**src/rtl/ir_decoder_pkg.sv**
```systemverilog
// Shared CPU opcode definitions: byte constants and an enum over the same 29 values,
// for use by the instruction decoder, the controller and assembler tests.
package ir_decoder_pkg;

    localparam int NUM_OPS = 29;

    localparam logic [7:0] OP_LD_A   = 8'h90;
    localparam logic [7:0] OP_LD_B   = 8'h91;
    localparam logic [7:0] OP_ADD_A  = 8'h92;
    localparam logic [7:0] OP_ADD_B  = 8'h93;
    localparam logic [7:0] OP_ADD_AB = 8'h94;
    localparam logic [7:0] OP_ADD_BA = 8'h95;
    localparam logic [7:0] OP_SUB_A  = 8'h96;
    localparam logic [7:0] OP_SUB_B  = 8'h97;
    localparam logic [7:0] OP_SUB_AB = 8'h98;
    localparam logic [7:0] OP_SUB_BA = 8'h99;
    localparam logic [7:0] OP_MUL_A  = 8'h9A;
    localparam logic [7:0] OP_MUL_B  = 8'h9B;
    localparam logic [7:0] OP_MUL_AB = 8'h9C;
    localparam logic [7:0] OP_MUL_BA = 8'h9D;
    localparam logic [7:0] OP_DIV_A  = 8'h9E;
    localparam logic [7:0] OP_DIV_B  = 8'h9F;
    localparam logic [7:0] OP_DIV_AB = 8'hA0;
    localparam logic [7:0] OP_DIV_BA = 8'hA1;
    localparam logic [7:0] OP_SHL_A  = 8'hA2;
    localparam logic [7:0] OP_SHL_B  = 8'hA3;
    localparam logic [7:0] OP_SHL_AB = 8'hA4;
    localparam logic [7:0] OP_SHL_BA = 8'hA5;
    localparam logic [7:0] OP_SHR_A  = 8'hA6;
    localparam logic [7:0] OP_SHR_B  = 8'hA7;
    localparam logic [7:0] OP_SHR_AB = 8'hA8;
    localparam logic [7:0] OP_SHR_BA = 8'hA9;
    localparam logic [7:0] OP_ST     = 8'hC0;
    localparam logic [7:0] OP_JMP    = 8'hC1;
    localparam logic [7:0] OP_HALT   = 8'hFF;

    typedef enum logic [7:0] {
        OPC_LD_A   = OP_LD_A,   OPC_LD_B   = OP_LD_B,
        OPC_ADD_A  = OP_ADD_A,  OPC_ADD_B  = OP_ADD_B,
        OPC_ADD_AB = OP_ADD_AB, OPC_ADD_BA = OP_ADD_BA,
        OPC_SUB_A  = OP_SUB_A,  OPC_SUB_B  = OP_SUB_B,
        OPC_SUB_AB = OP_SUB_AB, OPC_SUB_BA = OP_SUB_BA,
        OPC_MUL_A  = OP_MUL_A,  OPC_MUL_B  = OP_MUL_B,
        OPC_MUL_AB = OP_MUL_AB, OPC_MUL_BA = OP_MUL_BA,
        OPC_DIV_A  = OP_DIV_A,  OPC_DIV_B  = OP_DIV_B,
        OPC_DIV_AB = OP_DIV_AB, OPC_DIV_BA = OP_DIV_BA,
        OPC_SHL_A  = OP_SHL_A,  OPC_SHL_B  = OP_SHL_B,
        OPC_SHL_AB = OP_SHL_AB, OPC_SHL_BA = OP_SHL_BA,
        OPC_SHR_A  = OP_SHR_A,  OPC_SHR_B  = OP_SHR_B,
        OPC_SHR_AB = OP_SHR_AB, OPC_SHR_BA = OP_SHR_BA,
        OPC_ST     = OP_ST,     OPC_JMP    = OP_JMP,
        OPC_HALT   = OP_HALT
    } opcode_e;

endpackage

```
**src/rtl/ir_decoder.sv**
```systemverilog
// Instruction register with a one-hot opcode decoder; strobes depend only on the
// registered byte, so a new opcode shows up just after the edge that loads it.
module ir_decoder
    import ir_decoder_pkg::*;
(
    input  logic       CLK,
    input  logic       RST,
    input  logic       IIRn,
    input  logic [7:0] Din,
    output logic       LD_A,
    output logic       LD_B,
    output logic       ADD_A,
    output logic       ADD_B,
    output logic       ADD_AB,
    output logic       ADD_BA,
    output logic       SUB_A,
    output logic       SUB_B,
    output logic       SUB_AB,
    output logic       SUB_BA,
    output logic       MUL_A,
    output logic       MUL_B,
    output logic       MUL_AB,
    output logic       MUL_BA,
    output logic       DIV_A,
    output logic       DIV_B,
    output logic       DIV_AB,
    output logic       DIV_BA,
    output logic       SHL_A,
    output logic       SHL_B,
    output logic       SHL_AB,
    output logic       SHL_BA,
    output logic       SHR_A,
    output logic       SHR_B,
    output logic       SHR_AB,
    output logic       SHR_BA,
    output logic       ST,
    output logic       JMP,
    output logic       HALT
);

    logic [7:0]         ir;
    logic [NUM_OPS-1:0] dec;

    always_ff @(posedge CLK or posedge RST) begin
        if (RST) begin
            ir <= 8'h00;
        end else if (!IIRn) begin
            ir <= Din;
        end
    end

    // dec bit i corresponds to the i-th strobe in port order (bit 0 = LD_A).
    always_comb begin
        dec = '0;
        case (ir)
            OP_LD_A:   dec[0]  = 1'b1;
            OP_LD_B:   dec[1]  = 1'b1;
            OP_ADD_A:  dec[2]  = 1'b1;
            OP_ADD_B:  dec[3]  = 1'b1;
            OP_ADD_AB: dec[4]  = 1'b1;
            OP_ADD_BA: dec[5]  = 1'b1;
            OP_SUB_A:  dec[6]  = 1'b1;
            OP_SUB_B:  dec[7]  = 1'b1;
            OP_SUB_AB: dec[8]  = 1'b1;
            OP_SUB_BA: dec[9]  = 1'b1;
            OP_MUL_A:  dec[10] = 1'b1;
            OP_MUL_B:  dec[11] = 1'b1;
            OP_MUL_AB: dec[12] = 1'b1;
            OP_MUL_BA: dec[13] = 1'b1;
            OP_DIV_A:  dec[14] = 1'b1;
            OP_DIV_B:  dec[15] = 1'b1;
            OP_DIV_AB: dec[16] = 1'b1;
            OP_DIV_BA: dec[17] = 1'b1;
            OP_SHL_A:  dec[18] = 1'b1;
            OP_SHL_B:  dec[19] = 1'b1;
            OP_SHL_AB: dec[20] = 1'b1;
            OP_SHL_BA: dec[21] = 1'b1;
            OP_SHR_A:  dec[22] = 1'b1;
            OP_SHR_B:  dec[23] = 1'b1;
            OP_SHR_AB: dec[24] = 1'b1;
            OP_SHR_BA: dec[25] = 1'b1;
            OP_ST:     dec[26] = 1'b1;
            OP_JMP:    dec[27] = 1'b1;
            OP_HALT:   dec[28] = 1'b1;
            default:   dec     = '0;
        endcase
    end

    assign LD_A   = dec[0];
    assign LD_B   = dec[1];
    assign ADD_A  = dec[2];
    assign ADD_B  = dec[3];
    assign ADD_AB = dec[4];
    assign ADD_BA = dec[5];
    assign SUB_A  = dec[6];
    assign SUB_B  = dec[7];
    assign SUB_AB = dec[8];
    assign SUB_BA = dec[9];
    assign MUL_A  = dec[10];
    assign MUL_B  = dec[11];
    assign MUL_AB = dec[12];
    assign MUL_BA = dec[13];
    assign DIV_A  = dec[14];
    assign DIV_B  = dec[15];
    assign DIV_AB = dec[16];
    assign DIV_BA = dec[17];
    assign SHL_A  = dec[18];
    assign SHL_B  = dec[19];
    assign SHL_AB = dec[20];
    assign SHL_BA = dec[21];
    assign SHR_A  = dec[22];
    assign SHR_B  = dec[23];
    assign SHR_AB = dec[24];
    assign SHR_BA = dec[25];
    assign ST     = dec[26];
    assign JMP    = dec[27];
    assign HALT   = dec[28];

endmodule

```
**config.mk**
```make
export PLATFORM = sky130hd
export DESIGN_NAME = ir_decoder
export DESIGN_NICKNAME = d
export VERILOG_FILES = /design/src/rtl/ir_decoder_pkg.sv /design/src/rtl/ir_decoder.sv
export SDC_FILE = /design/constraint.sdc
export NUM_CORES = 1
export LEC_CHECK = 0
export CORE_AREA = 2 2 44 46
export CTS_CLUSTER_SIZE = 40
export DETAILED_ROUTE_END_ITERATION = 8
export DIE_AREA = 0 0 46 48
export GPL_ROUTABILITY_DRIVEN = 0
export PLACE_DENSITY = 0.83
export SETUP_SLACK_MARGIN = 0.3
export SYNTH_ARGS = -nofsm -noshare
export SYNTH_HDL_FRONTEND = slang
export SYNTH_SLANG_ARGS = --single-unit
```
**constraint.sdc**
```tcl
create_clock -name CLK -period 1.96 [get_ports CLK]
set_input_delay 0.196 -clock CLK [delete_from_list [all_inputs] [get_ports CLK]]
set_output_delay 0.196 -clock CLK [all_outputs]
set_load 0.005 [all_outputs]
```
; ---- After elaboration in Yosys (flattened, before gate mapping)
; Index checks and enable logic that the tools add are counted.
; W data, S select, Z words.
[classes]
mux = 29
eq_ne = 29
[ops]
columns = cell, n
row1 = $eq A8 B8 Y1 const B, 29
row2 = $mux W1, 29
[word_totals]
register_bits = 8
wordCells = 59
out_inout_bits = 29
input_bits = 11

; ---- Longest topological paths before layout
; Gate-level depths: netlist of run 1.
[logic_depth]
depth_word = 2
ltp_mapped = 3
ltp_nobuf = 2

; ---- Least setup slack after synthesis of run 1
; OpenSTA, ideal clock, no wires.
[synth_path]
path_kind = reg-to-output
startpoint = reg ir[2]
endpoint = out JMP
stages_incl_launch_ff = 4
path_buffers = 1
slack_ps = 492
t_required_ps = 1764
arrival_ps = 1272
cell_sequence = dfrtp_1 -> clkbuf_1 -> or4b_1 -> nor4_1
[synth_between]
elab_chain_len = 2
[synth_rtl]
columns = element, line
row1 = "start, declared", ir_decoder.sv:41  ; logic [7:0] ir;
row2 = "start signal, assigned", ir_decoder.sv:48  ; ir <= Din;
row3 = $eq A8 B8 Y1, ir_decoder.sv:55  ; case (ir)
row4 = $mux W1, ir_decoder.sv:55
row5 = "end, declared", ir_decoder.sv:37  ; output logic JMP,
; Every way passes these cells.

; ---- Final worst setup path of run 1
[layout_path]
startpoint = reg ir[3]
endpoint = out SHL_A
[layout_between]
elab_chain_len = 2
[layout_rtl]
columns = element, line
row1 = $eq A8 B8 Y1, ir_decoder.sv:55
row2 = $mux W1, ir_decoder.sv:55
row3 = "end, declared", ir_decoder.sv:28  ; output logic SHL_A,
; Every way passes these cells.

==> results of run 1 <==
power by group:
part           switching, W  internal, W  total (W)
Clock             0.0000566    0.0000701   0.000127
Combinational      0.000170     0.000190   0.000360
Sequential        0.0000225     0.000183   0.000205
through the flow:
stage	setup slack [ns]	power (W)	cell area, sq um
2_1_floorplan	0.4915	0.0002862	630.6
3_3_place_gp	0.009729	0.0003574	1109
3_5_place_dp	-0.03126	0.0003640	1109
4_1_cts	0.08527	0.0005980	1364
5_1_grt	0.04567	0.0007153	1546
6_report	0.06594	0.0006919	1546
final cells by class:
cell class	instances	area [sq um]	share of cell area, %
well taps	17	21.27	1.375
clock buffers	3	22.52	1.456
multi-input cells	55	689.4	44.58
repair buffers	76	603.1	39.00
flip-flops and latches	8	202.7	13.11
inverters	2	7.507	0.4854
logic make-up (layout without fill, tap and decap cells):
family                 count (synthesis)  in the layout  synth area share (%)
AND/OR/NAND/NOR                       47             47                 49.01
multiplexers                           8              8                 14.29
buffers and inverters                  8             81                 4.960
flip-flops                             8              8                 31.75
what timing repair did:
item,CTS,global route
gates resized for setup,122,52
pin swaps,19,15
endpoints found under the setup margin,29,28
hold buffers,0,0
buffers inserted,17,8
cloned,0,0
worst max-delay path: stages (launching register included):
cell,delay (ns)
dfrtp_1,0.41
or4b_4,0.61
buf_6,0.15
nor3_2,0.12
buf_2,0.15
routing by layer:
layer | vias to the layer above | part of all wire [%] | track usage (%)
met3 | 14 | 7.2 | 3.019
met5 | - | 0 | 0
met4 | 0 | 3.3 | 21.14
li1 | 415 | - | -
met1 | 473 | 36 | 31.42
met2 | 75 | 54 | 48.33
cell usage after synthesis:
cell type | instances | area (sq um)
clkbuf_1 | 5 | 18.77
nor4_2 | 2 | 25.02
or4b_1 | 2 | 20.02
nand2_1 | 4 | 15.01
inv_1 | 2 | 7.510
nand4bb_1 | 6 | 67.56
nand4b_1 | 1 | 8.760
dfrtp_1 | 8 | 200.2
nand2b_1 | 3 | 18.77
nor3_1 | 7 | 35.03
mux2_2 | 8 | 90.09
nor3_2 | 2 | 20.02
nor2_1 | 13 | 48.80
or4_1 | 1 | 7.510
nor4_1 | 3 | 18.77
buf_2 | 1 | 5.000
or2_1 | 1 | 6.260
nor4b_1 | 2 | 17.52
worst paths after layout:
check / cells past startpoint / to / from
worst max register to register: 3 / ir[3] / ir[3]
min in group CLK: 2 / ir[7] / Din[7]
worst min-delay path: 2 / ir[7] / RST
max in group asynchronous: 2 / ir[4] / RST
worst min register to register: 1 / ir[4] / ir[4]
worst max-delay path: 4 / SHL_A / ir[3]
layout by cell type (no fill, tap or decap), types with 2 or more instances in the layout:
cell type / count
nor4b_4: 2
buf_2: 21
inv_1: 2
clkbuf_2: 5
nor2_4: 5
nand4bb_4: 6
clkdlybuf4s50_1: 10
nand2b_1: 2
buf_6: 18
clkbuf_4: 3
nor4_2: 2
dfrtp_1: 6
nand2_2: 2
nor3_2: 8
nor2_1: 4
nor4_4: 3
dfrtp_2: 2
or4b_4: 2
nor2_2: 4
buf_4: 20
mux2_2: 8
==> reports/summary.txt, run 1 <==
Mapped Cells: 71
Vias in the first global route: 913
Worst endpoint required time: 1.76 ns
Die height: 48 um
DIE AREA: 2208 sq um
Tcrit/Tclk final: 96.64%
All-Layer GR Usage: 27.90%
Max clock buf depth: 2
Min Hold Slack: 0.1818 ns
Seq/Total Area, Yosys: 31.75%
Die Wd: 46 um
Latest clock arrival within the worst-skew pair: 0.25 ns
Via density per instance: 6.068
Core footprint: 1689 sq um
Worst hold-check path type: in -> async
R2R Setup Slk: 0.85 ns
Setup-failing EPs final: 0
Largest regs: ir: 8 flops
Worst Setup End Kind: output pin
Power Density: 447.4 nW/um^2
First DRT Iteration DRCs: 26
Hpwl dp: 1499 um
Max-slew violation count: 0
First-pass GRT wire length: 4243 um
Starting Density: 37.33%
CTS Buf Count: 3
Top Ports: 40
CTS clk-pin slew, worst paths: 0.05 ns
Fmax: 528.0 MHz
Post-Route WL: 3490 um
Startpoint types: flip-flop
Post-Place Cells: 133
ANT cells: 0
Critical path arrival: 1.70 ns
Syn_nets: 82
Grt total ovfl: 0
Fin util: 91.56%
Post-Syn Area: 630.6 sq um
Root Buffer: clkbuf_4
CP Max Fanout: 5
Nets: 157
Largest net degree at the start of global routing: 9
Worst VDD drop: 0.0004404 V
Fillcell total: 71
Top reg by flops: ir
Post-route minimum period: 1.894 ns
Synth warn: 0
Clock skew: 0 ns
Port Buffers: 39
Hold Vio Cnt, Final: 0
Worst relative slew slack: 74.98%
P_leak: 0.6612 nW
Status: finished clean
Via count: 977
Final TNS setup: 0 ns
CTS tree: built
DRT Pass-1 Iters: 4
Max reg flops: 8
DRC viols: 0
Synthesized flop and latch total: 8
RSZ-0062 raised after global routing: true
Site row count: 15
H-tree levels: 1
Post-route antenna net violation count: 0
Layout cell share with drive strength beyond 1: 81.25%
Initial antenna violation count: 0
WS Path Type: reg -> out
Clock Sinks: 8
Post-Syn Area per Cell: 8.882 sq um
Synth-to-Final Area Change: 145.2%
Final std cells w/o fill: 161
Max_cap viols: 0
Synth cell types: 18
Actual slew at the worst max-slew pin: 0.3741 ns
Avg WL per Cell: 21.68 um
Note: power is estimated with default switching activity, not from simulation.
==> run 2: changes to the inputs <==
--- a/config.mk
+++ b/config.mk
@@ -11,7 +11,6 @@
 export DIE_AREA = 0 0 46 48
 export GPL_ROUTABILITY_DRIVEN = 0
 export PLACE_DENSITY = 0.83
-export SETUP_SLACK_MARGIN = 0.3
 export SYNTH_ARGS = -nofsm -noshare
 export SYNTH_HDL_FRONTEND = slang
 export SYNTH_SLANG_ARGS = --single-unit
==> reports/summary.txt, run 2 (synthesis gave the netlist of run 1 again) <==
Starting Density: 37.33%
Power Density: 429.5 nW/um^2
Tcrit/Tclk final: 101.3%
Buffers plus inverters on the worst setup path: 2
Max reg flops: 8
Post-route minimum period: 1.985 ns
Top Ports: 40
Placement Setup Slack: -0.03126 ns
Via count: 843
Failing checks: setup timing
Clock skew: 0 ns
CTS Buf Count: 3
DRT Pass-1 Iters: 4
Grt total ovfl: 0
Synth-to-Final Area Change: 116.3%
ANT cells: 0
Worst VDD drop: 0.0003827 V
Total power draw: 0.0005857 W
Top reg by flops: ir
Worst endpoint required time: 1.76 ns
Worst setup margin: -0.02503 ns
Avg WL per Cell: 18.10 um
Slowest stage delay, CP: 0.51 ns
Nets: 144
Most frequent cells in the layout: buf_4, dlygate4sd2_1, nor2_1, clkdlybuf4s50_1, dlymetal6s2s_1
Site row count: 15
WS Path Type: reg -> out
Latest clock arrival within the worst-skew pair: 0.25 ns
First DRT Iteration DRCs: 12
Largest net degree at the start of global routing: 12
P_leak: 0.7143 nW
DRC viols: 0
Cell breakdown of the critical path: buf_4 -> nand4bb_4 -> nor3_2 -> clkdlybuf4s50_1
Fmax: 503.8 MHz
Final std cells w/o fill: 148
Clock Sinks: 8
Actual slew at the worst max-slew pin: 0.3358 ns
Layout cell share with drive strength beyond 1: 53.44%
Core footprint: 1689 sq um
Startpoint types: flip-flop
Initial antenna violation count: 0
Status: finished with violations
Hold Vio Cnt, Final: 0
CP Max Fanout: 6
Max-slew violation count: 0
Critical path arrival: 1.79 ns
Port Buffers: 39
Slowest stage cell, crit path: clkdlybuf4s50_1
H-tree levels: 1
Worst Setup End Kind: output pin
Max_cap viols: 0
Top Family by Delay on Critical Path: buffers and inverters
CTS clk-pin slew, worst paths: 0.06 ns
Hpwl dp: 1499 um
First-pass GRT wire length: 3512 um
CTS tree: built
DIE AREA: 2208 sq um
Final TNS setup: -0.02503 ns
RSZ-0062 raised after global routing: true
Most common cell after layout, fill and taps aside: buf_4
Post-Place Cells: 133
Root Buffer: clkbuf_4
Via density per instance: 5.696
Vias in the first global route: 816
Max clock buf depth: 2
Die Wd: 46 um
Largest regs: ir: 8 flops
All-Layer GR Usage: 22.61%
Hold-fix buffers at CTS: 0
Post-route antenna net violation count: 0
Post-Route WL: 2679 um
Worst relative slew slack: 77.55%
Fillcell total: 109
Setup-failing EPs final: 1
Worst hold-check path type: in -> async
Die height: 48 um
==> run 2: final cells by class <==
cell class                      instances  area, sq um  share of cell area, %
Multi-Input combinational cell         55        558.0                  40.92
Timing Repair Buffer                   63        551.8                  40.46
Inverter                                2        7.507                 0.5505
Sequential cell                         8        202.7                  14.86
Tap cell                               17        21.27                  1.560
Clock buffer                            3        22.52                  1.651
==> run 2: power breakdown <==
part | leakage (nW) | switching [W] | internal (W) | total [W]
Clock | 0.0138 | 0.0000565 | 0.0000701 | 0.000127
Combinational | 0.609 | 0.000119 | 0.000135 | 0.000255
Sequential | 0.0915 | 0.0000215 | 0.000183 | 0.000204
==> run 2: what timing repair did <==
item / 4_1_cts / 5_1_grt
endpoints found under the setup margin: 28 / 16
buffers inserted: 4 / 8
pin swaps: 3 / 6
resized for setup: 41 / 28
==> run 2: worst paths after layout <==
kind | start | to | cells past startpoint | slack [ns]
worst max-delay path | ir[6] | SHR_B | 4 | -0.03
worst min-delay path | RST | ir[7] | 2 | 0.18
worst max register to register | ir[5] | ir[5] | 2 | 0.90
worst min register to register | ir[4] | ir[4] | 1 | 0.58
max in group asynchronous | RST | ir[4] | 2 | 1.53
min in group CLK | Din[5] | ir[5] | 2 | 0.55
==> run 2: worst register-to-register path, cell delays in order (launching register included) <==
cell      delay, ns
dfrtp_2        0.46
clkbuf_2       0.20
mux2_2         0.28
==> run 2: through the flow <==
stage | hold WS [ns] | instance area (sq um) | util, %
after floorplan | 0.01166 | 630.6 | -
after global placement | 0.4495 | 1109 | 65.63
after detailed placement | 0.4549 | 1109 | 65.63
after CTS | 0.1840 | 1250 | 74.00
after global routing | 0.2166 | 1364 | 80.74
final | 0.1814 | 1364 | 80.74
==> run 2: metal layers <==
layer  wire [um]  GRT usage (%)  vias up
li1            -              -      381
met1        1073          23.50      407
met2        1379          39.44       42
met3         137          4.528       13
met4          89          18.29        0
met5           0              0        -
